**src/rtl/branch_pkg.sv**
```systemverilog
// Shared encodings and widths for the execute-stage branch/set resolver.
package branch_pkg;

    localparam int DATA_W = 16;
    localparam int COND_W = 4;

    typedef enum logic [COND_W-1:0] {
        COND_NONE = 4'd0,
        COND_SEQ  = 4'd1,
        COND_SLT  = 4'd2,
        COND_SLE  = 4'd3,
        COND_SCO  = 4'd4,
        COND_BEQZ = 4'd5,
        COND_BNEZ = 4'd6,
        COND_BLTZ = 4'd7,
        COND_BGEZ = 4'd8
    } cond_e;

    typedef enum logic {
        IDLE   = 1'b0,
        SQUASH = 1'b1
    } state_e;

    // PC-relative target; the carry out of bit 15 is intentionally dropped.
    function automatic logic [DATA_W-1:0] branch_target(input logic [DATA_W-1:0] pc,
                                                        input logic [DATA_W-1:0] disp);
        return pc + disp;
    endfunction

endpackage

```
**src/rtl/cond_eval.sv**
```systemverilog
// Decodes the condition opcode against the ALU flags; purely combinational.
module cond_eval
    import branch_pkg::*;
(
    input  logic [COND_W-1:0] cond,
    input  logic [DATA_W-1:0] alu_out,
    input  logic              ofl,
    input  logic              cout,
    input  logic              z,
    output logic              cond_true,
    output logic              is_branch,
    output logic              is_set
);

    logic lt_signed;

    // Signed less-than: sign of the difference corrected by overflow.
    assign lt_signed = alu_out[DATA_W-1] ^ ofl;

    always_comb begin
        cond_true = 1'b0;
        is_branch = 1'b0;
        is_set    = 1'b0;
        case (cond)
            COND_SEQ:  begin is_set = 1'b1;    cond_true = z;                     end
            COND_SLT:  begin is_set = 1'b1;    cond_true = lt_signed;             end
            COND_SLE:  begin is_set = 1'b1;    cond_true = lt_signed | z;         end
            COND_SCO:  begin is_set = 1'b1;    cond_true = cout;                  end
            COND_BEQZ: begin is_branch = 1'b1; cond_true = z;                     end
            COND_BNEZ: begin is_branch = 1'b1; cond_true = !z;                    end
            COND_BLTZ: begin is_branch = 1'b1; cond_true = alu_out[DATA_W-1];     end
            COND_BGEZ: begin is_branch = 1'b1; cond_true = !alu_out[DATA_W-1];    end
            default:   begin cond_true = 1'b0;                                    end
        endcase
    end

endmodule

```
**src/rtl/branch_resolve.sv**
```systemverilog
// Execute-stage back end: set-on-condition results, branch resolution, fetch
// redirect and wrong-path squash, registered toward the memory stage.
module branch_resolve
    import branch_pkg::*;
#(
    parameter int SQUASH_CYCLES = 2
) (
    input  logic              clk,
    input  logic              rst,
    input  logic              flush,
    input  logic              in_valid,
    output logic              in_ready,
    input  logic [DATA_W-1:0] alu_out,
    input  logic              ofl,
    input  logic              cout,
    input  logic              z,
    input  logic [COND_W-1:0] cond,
    input  logic [DATA_W-1:0] pc_plus2,
    input  logic [DATA_W-1:0] imm,
    output logic              out_valid,
    input  logic              out_ready,
    output logic [DATA_W-1:0] result,
    output logic              taken,
    output logic              redirect,
    output logic [DATA_W-1:0] redirect_pc
);

    localparam int CNT_W = (SQUASH_CYCLES < 1) ? 1 : $clog2(SQUASH_CYCLES + 1);

    state_e             state_q, state_d;
    logic [CNT_W-1:0]   cnt_q, cnt_d;
    logic               out_valid_q, out_valid_d;
    logic [DATA_W-1:0]  result_q, result_d;
    logic               taken_q, taken_d;
    logic               redirect_q, redirect_d;
    logic [DATA_W-1:0]  redirect_pc_q, redirect_pc_d;

    logic cond_true, is_branch, is_set;
    logic br_taken, accept, load;

    cond_eval u_cond_eval (
        .cond      (cond),
        .alu_out   (alu_out),
        .ofl       (ofl),
        .cout      (cout),
        .z         (z),
        .cond_true (cond_true),
        .is_branch (is_branch),
        .is_set    (is_set)
    );

    assign br_taken = is_branch & cond_true;
    assign in_ready = !out_valid_q | out_ready;
    assign accept   = in_valid & in_ready & !flush;

    // State register (FSM state plus squash counter).
    always_ff @(posedge clk) begin
        if (rst) begin
            state_q <= IDLE;
            cnt_q   <= '0;
        end else begin
            state_q <= state_d;
            cnt_q   <= cnt_d;
        end
    end

    // Next-state logic; the counter only moves on accepted (discarded) slots.
    always_comb begin
        state_d = state_q;
        cnt_d   = cnt_q;
        if (flush) begin
            state_d = IDLE;
            cnt_d   = '0;
        end else begin
            case (state_q)
                IDLE: begin
                    if (load && br_taken && (SQUASH_CYCLES > 0)) begin
                        state_d = SQUASH;
                        cnt_d   = CNT_W'(SQUASH_CYCLES);
                    end
                end
                SQUASH: begin
                    if (accept) begin
                        cnt_d = cnt_q - 1'b1;
                        if (cnt_q <= CNT_W'(1)) begin
                            state_d = IDLE;
                            cnt_d   = '0;
                        end
                    end
                end
                default: begin
                    state_d = IDLE;
                    cnt_d   = '0;
                end
            endcase
        end
    end

    // Output logic: only instructions accepted in IDLE reach the output stage.
    always_comb begin
        load = accept & (state_q == IDLE);
    end

    always_comb begin
        out_valid_d   = out_valid_q;
        result_d      = result_q;
        taken_d       = taken_q;
        redirect_d    = 1'b0;
        redirect_pc_d = redirect_pc_q;
        if (flush) begin
            out_valid_d = 1'b0;
            taken_d     = 1'b0;
        end else if (load) begin
            out_valid_d = 1'b1;
            result_d    = is_set ? {{(DATA_W-1){1'b0}}, cond_true} : alu_out;
            taken_d     = br_taken;
            if (br_taken) begin
                redirect_d    = 1'b1;
                redirect_pc_d = branch_target(pc_plus2, imm);
            end
        end else if (out_ready) begin
            out_valid_d = 1'b0;
            taken_d     = 1'b0;
        end
    end

    always_ff @(posedge clk) begin
        if (rst) begin
            out_valid_q   <= 1'b0;
            result_q      <= '0;
            taken_q       <= 1'b0;
            redirect_q    <= 1'b0;
            redirect_pc_q <= '0;
        end else begin
            out_valid_q   <= out_valid_d;
            result_q      <= result_d;
            taken_q       <= taken_d;
            redirect_q    <= redirect_d;
            redirect_pc_q <= redirect_pc_d;
        end
    end

    assign out_valid   = out_valid_q;
    assign result      = result_q;
    assign taken       = taken_q;
    assign redirect    = redirect_q;
    assign redirect_pc = redirect_pc_q;

endmodule

```
**config.mk**
```make
export PLATFORM = sky130hd
export DESIGN_NAME = branch_resolve
export DESIGN_NICKNAME = d
export VERILOG_FILES = /design/src/rtl/branch_pkg.sv /design/src/rtl/cond_eval.sv /design/src/rtl/branch_resolve.sv
export SDC_FILE = /design/constraint.sdc
export NUM_CORES = 1
export LEC_CHECK = 0
export BUFFER_PORTS_ARGS = -buffer_cell sky130_fd_sc_hd__buf_4
export CORE_ASPECT_RATIO = 0.8
export CORE_UTILIZATION = 35
export DETAILED_ROUTE_END_ITERATION = 7
export GPL_TIMING_DRIVEN = 0
export PLACE_DENSITY_LB_ADDON = 0.1
export REMOVE_ABC_BUFFERS = 1
export SLEW_MARGIN = 20
export SYNTH_ARGS = -nofsm -noshare
export SYNTH_HDL_FRONTEND = slang
export SYNTH_SLANG_ARGS = --single-unit
```
**constraint.sdc**
```tcl
create_clock -name clk -period 2.7 [get_ports clk]
set_input_delay 0.27 -clock clk [delete_from_list [all_inputs] [get_ports clk]]
set_output_delay 0.27 -clock clk [all_outputs]
set_load 0.03 [all_outputs]
```
### Yosys cells after proc, flatten, opt, wreduce, memory -nomap -nowiden

Index checks and enable logic that the tools add are counted.

| word-level totals | value |
|---|---|
| bits of input ports | 60 |
| flip-flop bits (word level) | 38 |
| logic and storage cells | 60 |
| output and inout port bits | 36 |

| operators by class | value |
|---|---|
| bitwise logic cells | 10 |
| mux-type cells | 16 |
| $lt $le $gt $ge | 1 |
| reduce and logical (&&, ||, !) cells | 14 |
| add/sub/neg operators | 2 |
| equality and inequality tests | 10 |

Operators by type and width:

| cell | count |
|---|---|
| adder 16 bit | 1 |
| == test 4 x 3 -> 1 bit (second input constant) | 4 |
| 2-to-1 mux 16 bit | 1 |
| 2-to-1 mux 1 bit | 9 |
| == test 4 x 2 -> 1 bit (second input constant) | 2 |
| OR reduction 4 bit | 2 |
| one-hot mux 1 bit (7 select lines) | 1 |
| 2-to-1 mux 2 bit | 3 |
| AND 1 bit | 4 |
| == test 4 x 1 -> 1 bit (second input constant) | 1 |
| == test 4 bit (second input constant) | 1 |
| zero test 1 bit | 4 |
| one-hot mux 2 bit (2 select lines) | 1 |
| AND reduction 2 bit | 2 |
| OR reduction 2 bit | 2 |
| NOT 1 bit | 3 |
| AND reduction 3 bit | 1 |
| OR reduction 3 bit | 1 |
| <= comparator 2 x 1 -> 1 bit (second input constant) | 1 |
| inequality test 2 x 1 -> 1 bit (second input constant) | 1 |
| inequality test 2 bit (second input constant) | 1 |
| bitwise OR 1 bit | 2 |
| one-hot mux 1 bit (2 select lines) | 1 |
| nonzero test 2 bit | 1 |
| other kinds (3) | 3 |

### Longest topological paths before layout

Gate-level depths: netlist of the first run.

| depth | value |
|---|---|
| depth after elaboration | 8 |
| mapped depth | 8 |
| depth with buffers taken out | 8 |

### Cells and area by module

A second synthesis of the first run with hierarchy kept.

| unflattened totals | value |
|---|---|
| cells, all modules | 275 |
| area, all modules | 2,318.5 sq um |

By module, submodules not included:

| module | cells an instance | area an instance (sq um) | seq. area each (sq um) | times used |
|---|---|---|---|---|
| branch_resolve | 260 | 2,214.6 | 760.7 | 1 |
| cond_eval | 15 | 103.8 | 0.0 | 1 |

### Worst setup path after synthesis of the first run

Ideal clock, no wire load.

| timing path | value |
|---|---|
| path type | input-to-reg |
| from | in pc_plus2[0] |
| to | reg redirect_pc_q[14], in the netlist redirect_pc[14] |
| stages | 8 |
| arrival | 2,084 ps |
| library setup time | 87 ps |
| path slack | 529 ps |
| required time | 2,613 ps |
| path buffers | 0 |
| cell sequence | ha_1 -> fa_1 -> a21o_1 -> a311oi_1 -> nor3_1 -> o21a_1 -> o21a_1 -> o31ai_1 |

| on the way | value |
|---|---|
| longest elaborated chain between the ends | 1 |

RTL lines:

| item | line | source |
|---|---|---|
| from (decl) | branch_resolve.sv:18 | `input logic [DATA_W-1:0] pc_plus2,` |
| adder 16 bit | branch_pkg.sv:27 | `return pc + disp;` |
| to (signal assigned) | branch_resolve.sv:139 | `redirect_pc_q <= redirect_pc_d;` |
| to (decl) | branch_resolve.sv:36 | `logic [DATA_W-1:0] redirect_pc_q, redirect_pc_d;` |

No other way between the ends.
A chain may end at the register's enable or synchronous reset.

### Worst setup path in the final report of the first run

| timing path | value |
|---|---|
| from | reg out_valid_q, in the netlist out_valid |
| to | reg redirect_pc_q[14], in the netlist redirect_pc[14] |

| on the way | value |
|---|---|
| longest elaborated chain between the ends | 6 |

RTL lines:

| item | line | source |
|---|---|---|
| from (decl) | branch_resolve.sv:32 | `logic out_valid_q, out_valid_d;` |
| from (signal assigned) | branch_resolve.sv:135 | `out_valid_q <= out_valid_d;` |
| zero test 1 bit | branch_resolve.sv:53 | `assign in_ready = !out_valid_q \| out_ready;` |
| bitwise OR 1 bit | branch_resolve.sv:53 |  |
| AND 1 bit (2 in series) | branch_resolve.sv:54 | `assign accept = in_valid & in_ready & !flush;` |
| AND 1 bit | branch_resolve.sv:101 | `load = accept & (state_q == IDLE);` |
| AND reduction 3 bit (no line) | -- |  |

No other way between the ends.

==> results of run 1 <==
==> how the worst max path moves through the flow <==
| stage | slack, ns | to | from | depth (start not counted) |
|---|---|---|---|---|
| after CTS | 0.008 | result[11] | out_valid | 5 |
| after floorplan | 0.21 | redirect_pc[13] | out_valid | 5 |
| after global placement | -0.30 | redirect_pc[13] | out_ready | 6 |
| after global routing | 0.14 | redirect_pc[14] | out_valid | 6 |
| after detailed placement | -0.26 | redirect_pc[13] | out_ready | 6 |
| final | 0.44 | redirect_pc[14] | out_valid | 6 |
==> synthesized netlist by cell type, types with 3 or more instances <==
master,instances
a211oi_1,5
a21o_1,8
a21oi_1,21
a22oi_1,15
clkbuf_1,8
dfxtp_1,38
ha_1,15
nand2_1,20
nand2b_1,3
nand3_1,3
nand3b_1,8
nor2_1,33
nor2b_1,3
nor3_1,6
nor3b_1,3
o21a_1,3
o21ai_0,12
or3_1,3
xnor2_1,6
xor2_1,4
==> power breakdown <==
group          switching, mW  internal (mW)  total (mW)
Clock                  0.208          0.206       0.414
Sequential           0.00869          0.577       0.586
Combinational          0.184          0.168       0.352
==> flip-flops by register name, indices dropped and copies added, names as in the netlist <==
| signal | flops |
|---|---|
| cnt_q | 2 |
| out_valid | 1 |
| redirect | 1 |
| redirect_pc | 16 |
| result | 16 |
| state_q | 1 |
| taken | 1 |
==> per-layer routing <==
| layer | track usage (%) | vias up |
|---|---|---|
| li1 | - | 1094 |
| met4 | 6.45 | 0 |
| met2 | 27.7 | 56 |
| met5 | 0 | - |
| met3 | 4.03 | 10 |
| met1 | 24.9 | 967 |
==> area by class of cell <==
cell class	instances	area, um^2
fillers	562	2630
multi-input cells	197	1320
flip-flops and latches	38	761
repair buffers	95	713
well taps	78	97.6
clock buffers	7	86.3
inverters	2	7.51
clock inverters	1	5.00
==> worst register-to-register path, stage by stage (launching register included) <==
cell	delay (ns)
dfxtp_1	0.31
nand2b_1	0.14
nand4bb_2	0.55
o21bai_2	0.65
nor2_1	0.22
inv_1	0.09
o31ai_1	0.22
==> per-stage QoR <==
stage                     utilization [%]  total power, mW  worst slack, ns  hold slack (ns)  TNS, ns
after global routing                 53.2             1.42            0.139            0.218        0
after global placement               51.3            0.945           -0.303            0.443    -2.85
after CTS                            53.0             1.36          0.00754            0.205        0
after detailed placement             51.3            0.948           -0.265            0.449    -1.87
after floorplan                         -            0.804            0.206            0.338        0
final                                53.2             1.35            0.438            0.206        0
==> cells by family (layout without fill, tap and decap cells) <==
logic type | count (synthesis) | after routing | synth area share, %
compound gates | 82 | 82 | 26.8
flops | 38 | 38 | 36.1
buf+inv | 11 | 105 | 2.02
fa+ha+maj | 16 | 16 | 9.86
xor+xnor | 10 | 10 | 4.16
simple gates | 89 | 89 | 21.0
==> impl_metrics.env, run 1 <==
export IMPL_ys_seq_area_share_pct=36.1
export IMPL_critPathTopFamily="simple AND/OR/NAND/NOR gates"
export IMPL_dr_wl_met3_um=266
export IMPL_overflow=0
export IMPL_syn_instance_count=246
export IMPL_avgSynthCellArea_um2=8.56
export IMPL_grt_max_degree=39
export IMPL_final_setup_viol_count=0
export IMPL_slew_violations=0
export IMPL_slew_headroom_pct=42.1
export IMPL_hold_class="in2reg"
export IMPL_gp_congestion=0.804
export IMPL_cp_max_fo=22
export IMPL_start_util_pct=37.5
export IMPL_io_buffers=95
export IMPL_clock_skew_ns=0.00483
export IMPL_min_period_over_period_pct=83.8
export IMPL_hp_start="alu_out[4]"
export IMPL_ys_ff_latch=38
export IMPL_synthArstFlopShare_pct=0
export IMPL_max_stage_delay_ns=0.65
export IMPL_final_nets=415
export IMPL_place_area_um2=2880
export IMPL_yosys_warnings=0
export IMPL_synth_ff_type="dfxtp_1"
export IMPL_grt_pass1_wl_um=8910
export IMPL_yosysTopAreaCellShare_pct=36.1
export IMPL_highest_layer="met4"
export IMPL_cp_required_ns=2.91
export IMPL_h_tree_depth=2
export IMPL_p_leak_nw=1.31
export IMPL_drt_total_wl_um=5440
export IMPL_ioPinCount=96
export IMPL_synth_area_um2=2110
export IMPL_diodes=0
export IMPL_grt_pass1_vias=1945
export IMPL_hold_depth=3
export IMPL_ctsResizeCount=1
export IMPL_cpMaxStageDelayCell="o21bai_2"
export IMPL_final_area_um2=2990
export IMPL_fp_dieH_um=71.4
export IMPL_numCtsBuffers=5
export IMPL_timing_rr_start="out_valid"
export IMPL_fin_crit_ns=2.26
export IMPL_status="finished, final reports clean"
export IMPL_hold_buffers=0
export IMPL_rsz0062_at_grt="no"
export IMPL_die_w_um=88.7
export IMPL_num_vias=2127
export IMPL_wl_per_cell_um=13.0
export IMPL_whs_endpoint="result[4]"
export IMPL_layout_common_cells="95 x buf_4, 38 x dfxtp_1, 31 x nor2_1"
export IMPL_post_place_cells=410
export IMPL_post_dp_hpwl_um=4000
export IMPL_tritoncts="done"
export IMPL_fmax_ghz=0.442
export IMPL_row_count=24
export IMPL_path_buf_inv=1
export IMPL_path_class="reg2reg"
export IMPL_cp_arrival_ns=2.48
export IMPL_route_met2_wl_um=2400
export IMPL_rr_endpoint="redirect_pc[14]"
export IMPL_maxCapViolations=0
export IMPL_antenna_found_initial=0
export IMPL_r2r_slack_ns=0.44
export IMPL_drt_iter0_markers=73
export IMPL_synth_edf_count=0
export IMPL_path_clk_slew_ns=0.08
export IMPL_core_um2=5620
export IMPL_m1WireLength_um=2680
export IMPL_power_density_nw_per_um2=453
export IMPL_die_area_um2=6330
export IMPL_insertion_delay_ns=0.29
export IMPL_syn2layout_area_growth_pct=41.9
export IMPL_synth_top_cell_by_area="dfxtp_1"
export IMPL_dr_pass1_iters=4
export IMPL_grtUsageTotal_pct=18.1
export IMPL_ant_nets=0
export IMPL_drc=0
export IMPL_synth_area_leaders="dfxtp_1 36%, ha_1 8.9%, nor2_1 5.9%, a22oi_1 5.3%, a21oi_1 5.0%"
export IMPL_crit_path_start_kind="register"
export IMPL_layout_drive_gt1_share_pct=33.5
export IMPL_hold_violations=0
export IMPL_vias_per_cell=5.09
export IMPL_layout_commonest_cell="buf_4"
export IMPL_post_cts_buffers=0
export IMPL_synth_cell_types=44
export IMPL_r2r_cells=6
export IMPL_peakVddDrop_mv=0.224
export IMPL_crit_path_cell_trace="nand2b_1 -> nand4bb_2 -> o21bai_2 -> nor2_1 -> inv_1 -> o31ai_1"
export IMPL_cts_root_buf="clkbuf_8"
export IMPL_cts_buffer_depth=2
export IMPL_layoutNonFillerInstCount=418
export IMPL_worst_pin_slew_ns=0.867
export IMPL_cts_sinks=38
export IMPL_cp_end_kind="register"
(Power assumes the default switching activity.)
==> inputs of run 2 (changes only) <==
Settings changed: ABC_AREA set to 1.
Clock period 2.7 ns to 2.03 ns, I/O delays scaled along.
==> run 2 against run 1 <==
Against the previous run:
- synthesized area increased by 20%
- sequential power rose by 32%
- worst hold slack got worse by 0.027 ns
- routed wire length increased by 16%
- non-clock buffer count up 2
- critical path depth rose by 3
- global-route usage is 1.5 points lower
- cell area grew 16%
- critical path type unchanged
- highest routed layer unchanged
==> impl_metrics.env, run 2 <==
export IMPL_synth_area_um2=2520
export IMPL_syn_instance_count=403
export IMPL_ys_seq_area_share_pct=30.2
export IMPL_synth_ff_type="dfxtp_1"
export IMPL_rr_endpoint="redirect_pc[10]"
export IMPL_path_clk_slew_ns=0.08
export IMPL_dr_pass1_iters=4
export IMPL_hp_start="alu_out[7]"
export IMPL_crit_path_start_kind="register"
export IMPL_intPower_mw=1.48
export IMPL_clock_skew_ns=0.00927
export IMPL_r2r_cells=9
export IMPL_cp_max_fo=18
export IMPL_io_buffers=95
export IMPL_maxCapViolations=0
export IMPL_die_w_um=96.9
export IMPL_synth_compound_area_share_pct=9.92
export IMPL_layout_commonest_cell="nand2_1"
export IMPL_yosys_warnings=0
export IMPL_grt_pass1_wl_um=10200
export IMPL_slew_headroom_pct=65.5
export IMPL_worst_pin_slew_ns=0.517
export IMPL_gp_congestion=0.854
export IMPL_power_frac_seq_pct=37.3
export IMPL_wl_per_cell_um=10.7
export IMPL_synthMuxAreaShare_pct=0
export IMPL_final_setup_viol_count=0
export IMPL_drt_iter0_markers=69
export IMPL_yosysMostFrequentCell="nand2_1"
export IMPL_setup_ws_ns=0.245
export IMPL_ioPinCount=96
export IMPL_synth_edf_count=0
export IMPL_drt_total_wl_um=6290
export IMPL_place_area_um2=3300
export IMPL_r2r_slack_ns=0.24
export IMPL_cp_arrival_ns=1.97
export IMPL_p_sw_share_pct=28.9
export IMPL_whs_endpoint="result[7]"
export IMPL_peakVddDrop_mv=0.289
export IMPL_fmax_ghz=0.560
export IMPL_start_util_pct=36.4
export IMPL_cts_buffer_depth=2
export IMPL_antenna_found_initial=0
export IMPL_slew_violations=0
export IMPL_layout_drive_gt1_share_pct=24.6
export IMPL_h_tree_depth=2
export IMPL_grtUsageTotal_pct=16.6
export IMPL_status="finished, final reports clean"
export IMPL_diodes=0
export IMPL_pwr_share_comb_pct=25.3
export IMPL_ys_ff_latch=38
export IMPL_hold_class="in2reg"
export IMPL_ant_nets=0
export IMPL_grt_pass1_vias=2224
export IMPL_fin_crit_ns=1.79
export IMPL_hold_depth=3
export IMPL_timing_rr_start="out_valid"
export IMPL_cp_end_kind="register"
export IMPL_final_nets=574
export IMPL_tritoncts="done"
export IMPL_pwr_share_clk_pct=37.3
export IMPL_fp_dieH_um=77.9
export IMPL_yosysTopAreaCellShare_pct=30.2
export IMPL_core_um2=6930
export IMPL_final_area_um2=3470
export IMPL_die_area_um2=7550
export IMPL_hold_buffers=0
export IMPL_overflow=0
export IMPL_synth_top_cell_by_area="dfxtp_1"
export IMPL_final_util_pct=50.1
export IMPL_p_leak_nw=1.82
export IMPL_synth_fa_ha_area_share_pct=8.23
export IMPL_numCtsBuffers=5
export IMPL_hold_violations=0
export IMPL_avgSynthCellArea_um2=6.26
export IMPL_synth_area_leaders="dfxtp_1 30%, nand2_1 20%, inv_1 7.9%, ha_1 7.4%, nand3_1 6.9%"
export IMPL_num_vias=2614
export IMPL_cp_required_ns=2.22
export IMPL_synth_cell_types=30
export IMPL_drc=0
export IMPL_switchingPower_uw=601
export IMPL_cts_root_buf="clkbuf_8"
export IMPL_path_class="reg2reg"
export IMPL_synthSimpleGateAreaFrac_pct=38.3
export IMPL_synth_top_family_by_area="simple AND/OR/NAND/NOR gates"
export IMPL_synthArstFlopShare_pct=0
export IMPL_power_density_nw_per_um2=599
export IMPL_rsz0062_at_grt="no"
export IMPL_synthXorXnorAreaFrac_pct=2.78
export IMPL_post_dp_hpwl_um=4960
export IMPL_syn2layout_area_growth_pct=37.5
export IMPL_insertion_delay_ns=0.29
export IMPL_layout_common_cells="133 x nand2_1, 96 x buf_4, 53 x inv_1"
export IMPL_min_period_over_period_pct=87.9
export IMPL_vias_per_cell=4.46
export IMPL_synth_common_cells="134 x nand2_1, 53 x inv_1, 43 x nor2_1"
export IMPL_row_count=27
export IMPL_grt_max_degree=22
export IMPL_cts_sinks=38
export IMPL_pre_cts_ws_ns=-0.103
run 2: cell types whose count changed in the layout (fill, tap and decap cells not counted), sizes merged, moves of 4 or more:
cell / previous run / this run
a211oi: 5 / 0
a21o: 8 / 0
a21oi: 21 / 37
a22oi: 15 / 0
inv: 2 / 57
nand2: 20 / 137
nand3: 3 / 35
nand3b: 8 / 2
nor2: 33 / 48
nor3: 6 / 0
o21ai: 12 / 8
xnor2: 6 / 1
run 2: layout make-up:
| cell class | count | area (um^2) |
|---|---|---|
| multi-input combinational | 298 | 1500 |
| fill | 718 | 3460 |
| inverter | 58 | 219 |
| timing repair buffer | 97 | 741 |
| clock inverter | 3 | 68.8 |
| tap | 87 | 109 |
| clock buffer | 5 | 68.8 |
| sequential | 38 | 761 |
run 2: worst max path at each step:
stage | startpoint | slack, ns | endpoint
floorplan | out_valid | 0.1 | redirect_pc[8]
global placement | flush | -0.08 | redirect_pc[4]
detailed placement | flush | -0.10 | redirect_pc[2]
CTS | out_valid | 0.03 | redirect_pc[10]
global route | state_q | 0.05 | cnt_q[0]
finish | out_valid | 0.24 | redirect_pc[10]
run 2: routing by layer:
layer,vias to the layer above,routed length [um],global-route usage (%)
met2,62,2670,24.8
met4,0,29,3.58
li1,1448,-,-
met5,-,0,0
met3,4,309,4.95
met1,1100,3280,23.4
run 2: worst max-delay path, cell delays in order, from the launching register on:
cell and delay (ns):
dfxtp_1 0.34, nand2_4 0.09, nand4_4 0.25, clkinv_2 0.31
nand2_2 0.11, a21oi_4 0.15, buf_12 0.15, nand2_1 0.05
nor2_1 0.14, nor2_1 0.06
run 2: repair_timing:
action	in CTS	in global routing
endpoints found under the hold margin	0	0
buffers inserted	0	2
resized for setup	1	1
setup endpoints to repair	18	17
run 2: cell families (layout without fill, tap and decap cells):
kind of cell	after synthesis	count (layout)
flip-flops	38	38
adder cells (fa/ha/maj)	16	16
XOR/XNOR	8	8
buffers and inverters	67	163
AO/OA/AOI/OAI	46	46
AND/OR/NAND/NOR	228	228
run 2: power groups by stage:
stage	logic, mW	registers (mW)	clock network [mW]
after floorplan	0.284	0.832	0
after global placement	0.521	0.793	0
after detailed placement	0.525	0.793	0
after CTS	0.527	0.776	0.799
after global routing	0.589	0.779	0.840
final	0.527	0.776	0.776
run 2: metrics by stage:
stage / setup TNS (ns) / hold WS (ns) / total power [mW] / instances
after floorplan: 0 / 0.265 / 1.12 / 394
final: 0 / 0.180 / 2.08 / 586
after global routing: 0 / 0.155 / 2.21 / 586
after global placement: -0.787 / 0.453 / 1.31 / 576
after detailed placement: -1.24 / 0.459 / 1.32 / 576
after CTS: 0 / 0.164 / 2.10 / 584
==> inputs of run 3 (changes only) <==
Settings changed: PLACE_DENSITY set to 0.65, PLACE_DENSITY_LB_ADDON 0.1 to not set.
==> run 3 against run 2 <==
Against the previous run:
- critical path depth did not move
- worst hold slack improved by 0.010 ns
- via count rose by 2.0%
- die area did not move
- total power fell by 11%
- utilization fell by 0.51 points
- register-to-register slack barely moved
- critical path type unchanged
- critical endpoint unchanged
- largest cell class unchanged
==> impl_metrics.env, run 3 (same netlist as run 2, synthesis figures left out) <==
export IMPL_layout_drive_gt1_share_pct=24.8
export IMPL_power_density_nw_per_um2=537
export IMPL_slew_violations=0
export IMPL_overflow=0
export IMPL_syn2layout_area_growth_pct=36.2
export IMPL_core_um2=6930
export IMPL_grtUsageTotal_pct=17.1
export IMPL_post_dp_hpwl_um=5080
export IMPL_cts_sinks=38
export IMPL_h_tree_depth=2
export IMPL_ant_nets=0
export IMPL_cp_end_kind="register"
export IMPL_rsz0062_at_grt="no"
export IMPL_die_area_um2=7550
export IMPL_fillCellCount=742
export IMPL_drt_iter0_markers=121
export IMPL_p_leak_nw=1.81
export IMPL_drt_total_wl_um=6460
export IMPL_total_power_mw=1.84
export IMPL_row_count=27
export IMPL_hold_class="in2reg"
export IMPL_final_nets=575
export IMPL_timing_rr_start="out_valid"
export IMPL_rr_endpoint="redirect_pc[10]"
export IMPL_antenna_found_initial=0
export IMPL_final_util_pct=49.6
export IMPL_drc=0
export IMPL_ioPinCount=96
export IMPL_diodes=0
export IMPL_dr_pass1_iters=4
export IMPL_r2r_cells=9
export IMPL_cp_arrival_ns=1.96
export IMPL_fp_dieH_um=77.9
export IMPL_grt_pass1_wl_um=10600
export IMPL_path_class="reg2reg"
export IMPL_path_clk_slew_ns=0.08
export IMPL_seqCellArea_um2=761
export IMPL_worst_pin_slew_ns=0.495
export IMPL_min_period_over_period_pct=87.6
export IMPL_hold_violations=0
export IMPL_cts_root_buf="clkbuf_8"
export IMPL_clock_skew_ns=0.00702
export IMPL_status="finished, final reports clean"
export IMPL_cp_required_ns=2.21
export IMPL_layout_commonest_cell="nand2_1"
export IMPL_hold_depth=3
export IMPL_r2r_slack_ns=0.25
export IMPL_grt_max_degree=22
export IMPL_tritoncts="done"
export IMPL_fin_crit_ns=1.78
export IMPL_start_util_pct=36.4
export IMPL_gp_congestion=0.820
export IMPL_insertion_delay_ns=0.28
export IMPL_slew_headroom_pct=67.0
export IMPL_whs_endpoint="result[13]"
export IMPL_cp_max_fo=21
export IMPL_fmax_ghz=0.562
export IMPL_crit_path_start_kind="register"
export IMPL_io_buffers=95
export IMPL_num_vias=2667
export IMPL_cts_buffer_depth=2
export IMPL_wl_per_cell_um=11.0
export IMPL_hp_start="alu_out[13]"
export IMPL_maxCapViolations=0
export IMPL_vias_per_cell=4.54
export IMPL_die_w_um=96.9
export IMPL_multi_input_area_um2=1500
export IMPL_peakVddDrop_mv=0.227
export IMPL_final_setup_viol_count=0
export IMPL_numCtsBuffers=5
export IMPL_grt_pass1_vias=2326
export IMPL_layout_common_cells="133 x nand2_1, 97 x buf_4, 53 x inv_1"
==> run 3: changes by cell type in the layout (fill, tap and decap cells not counted) <==
cell | before | now
buf_4 | 96 | 97
clkbuf_8 | 5 | 6
bufinv_16 | 2 | 0
clkinv_2 | 1 | 2
clkinvlp_4 | 0 | 1
clkinv_4 | 1 | 0
==> run 3: power by group <==
part / switching, mW / internal (mW) / total (mW)
registers: 0.0108 / 0.765 / 0.776
clock network: 0.267 / 0.273 / 0.540
logic: 0.308 / 0.221 / 0.528
total: 0.585 / 1.26 / 1.84
==> run 3: cell type report <==
| class | instances | area share [%] |
|---|---|---|
| Timing Repair Buffer | 98 | 21.8 |
| Multi-Input combinational cell | 298 | 43.8 |
| Sequential cell | 38 | 22.1 |
| Tap cell | 87 | 3.17 |
| Clock buffer | 6 | 2.40 |
| Clock inverter | 2 | 0.364 |
| Inverter | 58 | 6.38 |
==> run 3: repair_timing <==
action,in CTS,in global routing
buffers inserted,0,3
endpoints found under the setup margin,20,16
cloned,0,0
hold buffers,0,0
endpoints found under the hold margin,0,0
resized for setup,1,1
==> run 3: stage by stage <==
step	instances	setup WS, ns	hold WS (ns)	instance area (um^2)	setup TNS [ns]
2_1_floorplan	394	0.0959	0.265	2470	0
3_3_place_gp	576	-0.0955	0.453	3300	-0.997
3_5_place_dp	576	-0.144	0.456	3300	-1.90
4_1_cts	584	0.0717	0.179	3390	0
5_1_grt	587	0.0610	0.186	3430	0
6_report	587	0.252	0.190	3430	0
==> run 3: metal layers <==
metal | vias to the layer above | global-route usage (%) | wire (um)
li1 | 1451 | - | -
met3 | 2 | 3.60 | 331
met5 | - | 0 | 0
met4 | 0 | 4.48 | 31
met1 | 1149 | 23.5 | 3190
met2 | 65 | 27.0 | 2900
==> run 3: worst max-delay path by stage <==
stage	endpoint	depth (start not counted)	from
4_1_cts	redirect_pc[10]	8	out_valid
2_1_floorplan	redirect_pc[8]	9	out_valid
3_3_place_gp	redirect_pc[3]	9	flush
3_5_place_dp	redirect_pc[2]	9	flush
6_report	redirect_pc[10]	9	out_valid
5_1_grt	redirect_pc[10]	9	out_valid
==> run 3: critical path, cell delays in order (launching register included) <==
cell and delay (ns):
dfxtp_1 0.39, nand2_4 0.09, nand4_4 0.19, clkinv_2 0.30
nand2_2 0.17, inv_1 0.08, nand2_4 0.22, nand2_1 0.08
nand2_1 0.07, nor2_1 0.06
